[config.mk]
export PLATFORM = sky130hd
export DESIGN_NAME = pll_i2c_config
export DESIGN_NICKNAME = d
export VERILOG_FILES = /design/src/rtl/pll_i2c_config.sv
export SDC_FILE = /design/constraint.sdc
export NUM_CORES = 1
export LEC_CHECK = 0
export BUFFER_PORTS_ARGS = -buffer_cell sky130_fd_sc_hd__buf_2
export CAP_MARGIN = 20
export CORE_UTILIZATION = 60
export CTS_BUF_LIST = sky130_fd_sc_hd__clkbuf_8
export DETAILED_ROUTE_END_ITERATION = 12
export PLACE_DENSITY = 0.91
export SLEW_MARGIN = 25
export SYNTH_ARGS = -nofsm -noshare
export SYNTH_HDL_FRONTEND = slang
export SYNTH_SLANG_ARGS = --single-unit
export TNS_END_PERCENT = 100
[constraint.sdc]
create_clock -name clk_in -period 3.1 [get_ports clk_in]
set_input_delay 0.31 -clock clk_in [delete_from_list [all_inputs] [get_ports clk_in]]
set_output_delay 0.31 -clock clk_in [all_outputs]
set_load 0.05 [all_outputs]
[src/rtl/pll_i2c_config.sv]
`timescale 1ns/1ps
`default_nettype none
// ============================================================================
// Module : pll_i2c_config
// Brief  : Write-only I2C master that streams a register table into a PLL
//          chip, one START/addr/reg/value/STOP transaction per entry.
// Rev    : 1.0  initial release
// ============================================================================
module pll_i2c_config #(
    parameter int         QUARTER_CYCLES = 120,
    parameter logic [6:0] DEV_ADDR       = 7'h60,
    parameter int         NUM_REGS       = 16,
    parameter int         AUTO_START     = 1
) (
    input  logic        clk_in,
    input  logic        nreset_in,
    input  logic        start,
    output logic [7:0]  rom_index,
    input  logic [15:0] rom_data,
    output logic        scl_oe,
    output logic        sda_oe,
    input  logic        sda_in,
    output logic        busy,
    output logic        done,
    output logic        error
);

    localparam int            TW        = (QUARTER_CYCLES > 2) ? $clog2(QUARTER_CYCLES) : 1;
    localparam logic [TW-1:0] TICK_LAST = TW'(QUARTER_CYCLES - 1);
    localparam logic [7:0]    LAST_IDX  = 8'(NUM_REGS - 1);
    localparam logic [7:0]    ADDR_BYTE = {DEV_ADDR, 1'b0};
    localparam logic          AUTO_BIT  = (AUTO_START != 0);

    typedef enum logic [2:0] {
        S_IDLE   = 3'd0,
        S_START  = 3'd1,
        S_BYTE   = 3'd2,
        S_ACK    = 3'd3,
        S_STOP   = 3'd4,
        S_GAP    = 3'd5,
        S_FINISH = 3'd6
    } state_t;

    state_t        r_state, w_state_nx;
    logic [1:0]    r_quarter, w_quarter_nx;
    logic [2:0]    r_bit, w_bit_nx;
    logic [1:0]    r_byte_sel, w_byte_sel_nx;
    logic [TW-1:0] r_tick_cnt, w_tick_cnt_nx;
    logic [15:0]   r_entry, w_entry_nx;
    logic          r_auto_pend, w_auto_pend_nx;
    logic [7:0]    w_index_nx;
    logic          w_busy_nx, w_done_nx, w_error_nx;
    logic          w_scl_nx, w_sda_nx;
    logic          w_tick;
    logic [7:0]    w_byte;

    assign w_tick = busy && (r_tick_cnt == TICK_LAST);

    always_ff @(posedge clk_in or negedge nreset_in) begin
        if (!nreset_in) begin
            r_state     <= S_IDLE;
            r_quarter   <= 2'd0;
            r_bit       <= 3'd0;
            r_byte_sel  <= 2'd0;
            r_tick_cnt  <= '0;
            r_entry     <= 16'd0;
            r_auto_pend <= AUTO_BIT;
            rom_index   <= 8'd0;
            busy        <= 1'b0;
            done        <= 1'b0;
            error       <= 1'b0;
            scl_oe      <= 1'b0;
            sda_oe      <= 1'b0;
        end else begin
            r_state     <= w_state_nx;
            r_quarter   <= w_quarter_nx;
            r_bit       <= w_bit_nx;
            r_byte_sel  <= w_byte_sel_nx;
            r_tick_cnt  <= w_tick_cnt_nx;
            r_entry     <= w_entry_nx;
            r_auto_pend <= w_auto_pend_nx;
            rom_index   <= w_index_nx;
            busy        <= w_busy_nx;
            done        <= w_done_nx;
            error       <= w_error_nx;
            scl_oe      <= w_scl_nx;
            sda_oe      <= w_sda_nx;
        end
    end

    always_comb begin
        w_state_nx     = r_state;
        w_quarter_nx   = r_quarter;
        w_bit_nx       = r_bit;
        w_byte_sel_nx  = r_byte_sel;
        w_auto_pend_nx = r_auto_pend;
        w_index_nx     = rom_index;
        w_busy_nx      = busy;
        w_done_nx      = done;
        w_error_nx     = error;
        w_tick_cnt_nx  = busy ? (w_tick ? '0 : r_tick_cnt + 1'b1) : '0;
        // The tick counter is zero exactly on the first cycle of START, by
        // which time rom_index already points at the new entry.
        w_entry_nx     = (r_state == S_START && r_quarter == 2'd0 && r_tick_cnt == '0)
                         ? rom_data : r_entry;

        case (r_state)
            S_IDLE: begin
                if (start || r_auto_pend) begin
                    w_state_nx     = S_START;
                    w_quarter_nx   = 2'd0;
                    w_busy_nx      = 1'b1;
                    w_done_nx      = 1'b0;
                    w_error_nx     = 1'b0;
                    w_index_nx     = 8'd0;
                    w_auto_pend_nx = 1'b0;
                end
            end
            S_START: begin
                if (w_tick) begin
                    if (r_quarter == 2'd0) begin
                        w_quarter_nx = 2'd1;
                    end else begin
                        w_state_nx    = S_BYTE;
                        w_quarter_nx  = 2'd0;
                        w_bit_nx      = 3'd7;
                        w_byte_sel_nx = 2'd0;
                    end
                end
            end
            S_BYTE: begin
                if (w_tick) begin
                    w_quarter_nx = r_quarter + 2'd1;
                    if (r_quarter == 2'd3) begin
                        if (r_bit == 3'd0) begin
                            w_state_nx = S_ACK;
                        end else begin
                            w_bit_nx = r_bit - 3'd1;
                        end
                    end
                end
            end
            S_ACK: begin
                if (w_tick) begin
                    w_quarter_nx = r_quarter + 2'd1;
                    if (r_quarter == 2'd2 && sda_in) begin
                        w_error_nx = 1'b1;
                    end
                    if (r_quarter == 2'd3) begin
                        if (error || r_byte_sel == 2'd2) begin
                            w_state_nx = S_STOP;
                        end else begin
                            w_state_nx    = S_BYTE;
                            w_bit_nx      = 3'd7;
                            w_byte_sel_nx = r_byte_sel + 2'd1;
                        end
                    end
                end
            end
            S_STOP: begin
                if (w_tick) begin
                    if (r_quarter != 2'd2) begin
                        w_quarter_nx = r_quarter + 2'd1;
                    end else begin
                        w_quarter_nx = 2'd0;
                        if (error) begin
                            w_state_nx = S_FINISH;
                            w_busy_nx  = 1'b0;
                            w_done_nx  = 1'b0;
                        end else begin
                            w_state_nx = S_GAP;
                        end
                    end
                end
            end
            S_GAP: begin
                if (w_tick) begin
                    w_quarter_nx = r_quarter + 2'd1;
                    if (r_quarter == 2'd3) begin
                        if (rom_index == LAST_IDX) begin
                            w_state_nx = S_FINISH;
                            w_busy_nx  = 1'b0;
                            w_done_nx  = ~error;
                        end else begin
                            w_state_nx = S_START;
                            w_index_nx = rom_index + 8'd1;
                        end
                    end
                end
            end
            S_FINISH: begin
                w_state_nx = S_IDLE;
            end
            default: begin
                w_state_nx = S_IDLE;
            end
        endcase

        case (w_byte_sel_nx)
            2'd0:    w_byte = ADDR_BYTE;
            2'd1:    w_byte = w_entry_nx[15:8];
            default: w_byte = w_entry_nx[7:0];
        endcase

        // Line levels for the quarter being entered, registered so the pads
        // only ever move on a clock edge.
        w_scl_nx = 1'b0;
        w_sda_nx = 1'b0;
        case (w_state_nx)
            S_START: begin
                w_sda_nx = (w_quarter_nx == 2'd1);
            end
            S_BYTE: begin
                w_scl_nx = (w_quarter_nx == 2'd0) || (w_quarter_nx == 2'd3);
                w_sda_nx = ~w_byte[w_bit_nx];
            end
            S_ACK: begin
                w_scl_nx = (w_quarter_nx == 2'd0) || (w_quarter_nx == 2'd3);
            end
            S_STOP: begin
                w_scl_nx = (w_quarter_nx == 2'd0);
                w_sda_nx = (w_quarter_nx != 2'd2);
            end
            default: begin
                w_scl_nx = 1'b0;
                w_sda_nx = 1'b0;
            end
        endcase
    end

endmodule
`default_nettype wire

==> impl_metrics.csv <==
group,metric,value,unit
outcome,status,"finished, violations left",
outcome,violations,"DRC, hold timing",
synthesis,synth_edf_count,0,
power,clock_power_share,40.1,%
power,intPower,0.898,mW
floorplanning,rows,24,
setup_path,worst_path_dominant_cell_family,"simple AND/OR/NAND/NOR gates",
clock_network,cts_buffers,5,
sta,finalMaxSlewViolations,0,
sta,final.period_utilization,93.6,%
synthesis,synth_area_leaders,"dfrtp_1 40%, mux2_2 6.7%, ha_1 5.7%, nor2_1 3.7%, mux2i_1 2.8%",
global_route,grt_use_met1,30.9,%
setup_path,crit_path_end_kind,"flip-flop",
global_route,antenna_found_initial,0,
sta,max_freq,345,MHz
floorplanning,die_x,71.1,um
global_route,met3_usage,3.85,%
synthesis,synth-seq-area-share,41.1,%
global_route,grt_use_met2,47.2,%
synthesis,syn_area_per_cell,10.1,um^2
sta,period_needed,2900,ps
routing,firstDrtPassIters,9,
sta,tns,0,ps
run,drv_cap,0,
placed_design,place_hpwl,4440,um
placed_design,dpl.cell_count,365,
global_route,grt_max_degree,48,
power,combPwrFrac,5.4,%
sta,max_slew_margin,61.8,%
floorplanning,core_area,4470,um^2
setup_path,required,3310,ps
routing,drc,1,
setup_path,crit_path_cell_trace,"ha_1 > nand4_4 > a2111oi_2 > a211oi_1 > or2_4 > clkinv_8 > mux2i_1 > nor2_1 > or4_1 > a211o_1",
setup_path,worstSetupPathType,"reg -> reg",
routing,drtIter0Drc,193,
placed_design,io_buffers,32,
setup_path,start_kind,"flip-flop",
synthesis,synth_area_leader_cell,"dfrtp_1",
routing,num_vias,2298,
setup_path,r2r_cells,10,
sta,hold_viol_final,35,
layout,area_delta_synth_final,12.5,%
synthesis,synth_top_area_share,40.2,%
global_route,grt_pass1_vias,2352,
setup_path,cp_slowest_stage_delay,510,ps
clock_network,cts.sinks,47,
sta,setup_violations,0,
clock_network,clkTransAtPathRegs,90,ps
synthesis,ys.flop_type,"dfrtp_1",
placed_design,gp_congestion,0.911,
setup_path,rr_startpoint,"r_tick_cnt[0]$_DFF_PN0_",
power,p_sw_share,23.2,%
setup_path,path_buf_inv,1,
layout,layout_common_cells,"45 x dfrtp_1, 31 x buf_2, 28 x nor2_1",
clock_network,clock_latency,320,ps
clock_network,cts_hold_buf,0,
global_route,busiest_layer,"met2",
synthesis,syn-num-nets,316,
clock_network,cts.path.max_buffers,2,
routing,drtAntennaViolNets,0,
layout,stdcell_count,373,
routing,avgViaCountPerCell,6.16,
setup_path,cp_max_fo,12,
synthesis,yosysWarnings,0,
synthesis,async_reset_ff_share,100,%
clock_network,cts_tree,"done",
floorplanning,die_area,5050,um^2
global_route,overflow,0,
layout,filler_cell_count,327,
setup_path,cpMaxStageDelayCell,"or4_1",
sta,skew,8.80,ps
synthesis,ys_ff_latch,47,
routing,routedWlPerCell,16.0,um
power,power.density,363,nW/um^2
sta,rsz0062_at_grt,"no",
layout,diodes,0,
setup_path,r2r_slack,200,ps
sta,hold_ws,-13.6,ps
floorplanning,initial_core_util,64.0,%
synthesis,synth_cell_types,67,
clock_network,cts-htree-levels,2,
layout,final_common_cell,"dfrtp_1",
clock_network,cts_root_buffer,"clkbuf_8",
sta,tightest_slew,573,ps
power,ir_worst_vdd,0.292,mV
routing,wl,5960,um
layout,drive_above_1_share,25.9,%
global_route,grt_usage,26.5,%
global_route,grt_pass1_wl,10400,um
setup_path,r2r-end,"sda_oe$_DFF_PN0_",
layout,nNetsFinal,353,
power,power.leakage,1.58,nW
synthesis,syn-cell-area,2860,um^2
setup_path,crit_arrival,3110,ps
power,power.switching,0.271,mW
floorplanning,die_h,71.1,um
hold_path,hp-class,"in -> async",
synthesis,syn_inst,283,
power,power_frac_seq,54.5,%
floorplanning,io_pins,33,
stage by stage:
stage | setup WS (ps) | hold slack, ps | total power, mW | area, um^2 | utilization [%]
2_1_floorplan | 229 | 14.4 | 0.678 | 2860 | -
3_3_place_gp | 190 | 462 | 0.709 | 3100 | 69.2
3_5_place_dp | 94.3 | 473 | 0.713 | 3100 | 69.2
4_1_cts | 85.1 | 193 | 1.18 | 3210 | 71.8
5_1_grt | 47.4 | 44.6 | 1.20 | 3220 | 72.0
6_report | 199 | -13.6 | 1.17 | 3220 | 72.0
how the worst max path moves through the flow:
| stage | from | to | cells past startpoint |
|---|---|---|---|
| 2_1_floorplan | error$_DFFE_PN0P_ | sda_oe$_DFF_PN0_ | 10 |
| 3_3_place_gp | r_quarter[0]$_DFF_PN0_ | sda_oe$_DFF_PN0_ | 11 |
| 3_5_place_dp | r_quarter[0]$_DFF_PN0_ | sda_oe$_DFF_PN0_ | 11 |
| 4_1_cts | r_quarter[0]$_DFF_PN0_ | sda_oe$_DFF_PN0_ | 11 |
| 5_1_grt | r_tick_cnt[0]$_DFF_PN0_ | sda_oe$_DFF_PN0_ | 13 |
| 6_report | r_tick_cnt[0]$_DFF_PN0_ | sda_oe$_DFF_PN0_ | 10 |
metal layers:
layer | routed length [um] | vias to the layer above | part of all wire, %
met5 | 0 | - | 0
met4 | 153 | 0 | 2.6
met3 | 261 | 16 | 4.4
met2 | 3020 | 77 | 51
met1 | 2520 | 1102 | 42
li1 | - | 1103 | -
cell type report:
type                       count  area [um^2]  share of cell area (%)
clock inverter                 3         47.5                    1.48
timing repair buffer          41          230                    7.15
clock buffer                   5         68.8                    2.14
inverter                      22         95.1                    2.95
multi-input combinational    203         1540                    47.7
tap                           52         65.1                    2.02
sequential                    47         1180                    36.6
kinds of logic (layout without fill, tap and decap cells):
logic type | after synthesis | count (layout) | share of synthesized area, %
buffers and inverters | 33 | 71 | 5.37
xor gates and xnor gates | 11 | 11 | 3.36
muxes | 26 | 26 | 10.0
and+or+nand+nor | 105 | 105 | 21.0
AOI/OAI and AO/OA | 48 | 48 | 13.5
DFF | 47 | 47 | 41.1
adders and majority gates | 13 | 13 | 5.68
cell usage after synthesis, types with 3 or more instances:
cell type,count
nor3_1,6
nand2b_1,4
and4_1,3
and3_1,7
a21oi_1,9
a41oi_1,3
nand2_1,16
ha_1,13
dfrtp_1,46
inv_1,20
xor2_1,7
o22ai_1,4
xnor2_1,4
o21ai_0,6
mux2i_1,8
nor2_1,28
mux2_2,17
nand4_1,3
nor4_1,5
clkbuf_1,5
or2_1,3
nand3_1,9
flip-flops by register name (all words and copies together), names as in the netlist:
register     cells
r_auto_pend      1
r_bit            3
r_tick_cnt       7
rom_index        8
r_entry         16
error            1
r_state          3
scl_oe           1
done             1
r_quarter        2
busy             1
sda_oe           1
r_byte_sel       2
power groups by stage:
| stage | Clock (mW) | Sequential (mW) | Combinational [mW] |
|---|---|---|---|
| 2_1_floorplan | 0 | 0.651 | 0.0276 |
| 3_3_place_gp | 0 | 0.648 | 0.0612 |
| 3_5_place_dp | 0 | 0.649 | 0.0635 |
| 4_1_cts | 0.477 | 0.637 | 0.0637 |
| 5_1_grt | 0.494 | 0.639 | 0.0722 |
| 6_report | 0.469 | 0.637 | 0.0631 |
repair_timing:
action,in CTS,in global routing
setup buffers,0,0
setup endpoints to repair,0,1
resized for setup,0,2
No activity file was read; power rests on OpenSTA's default activity.
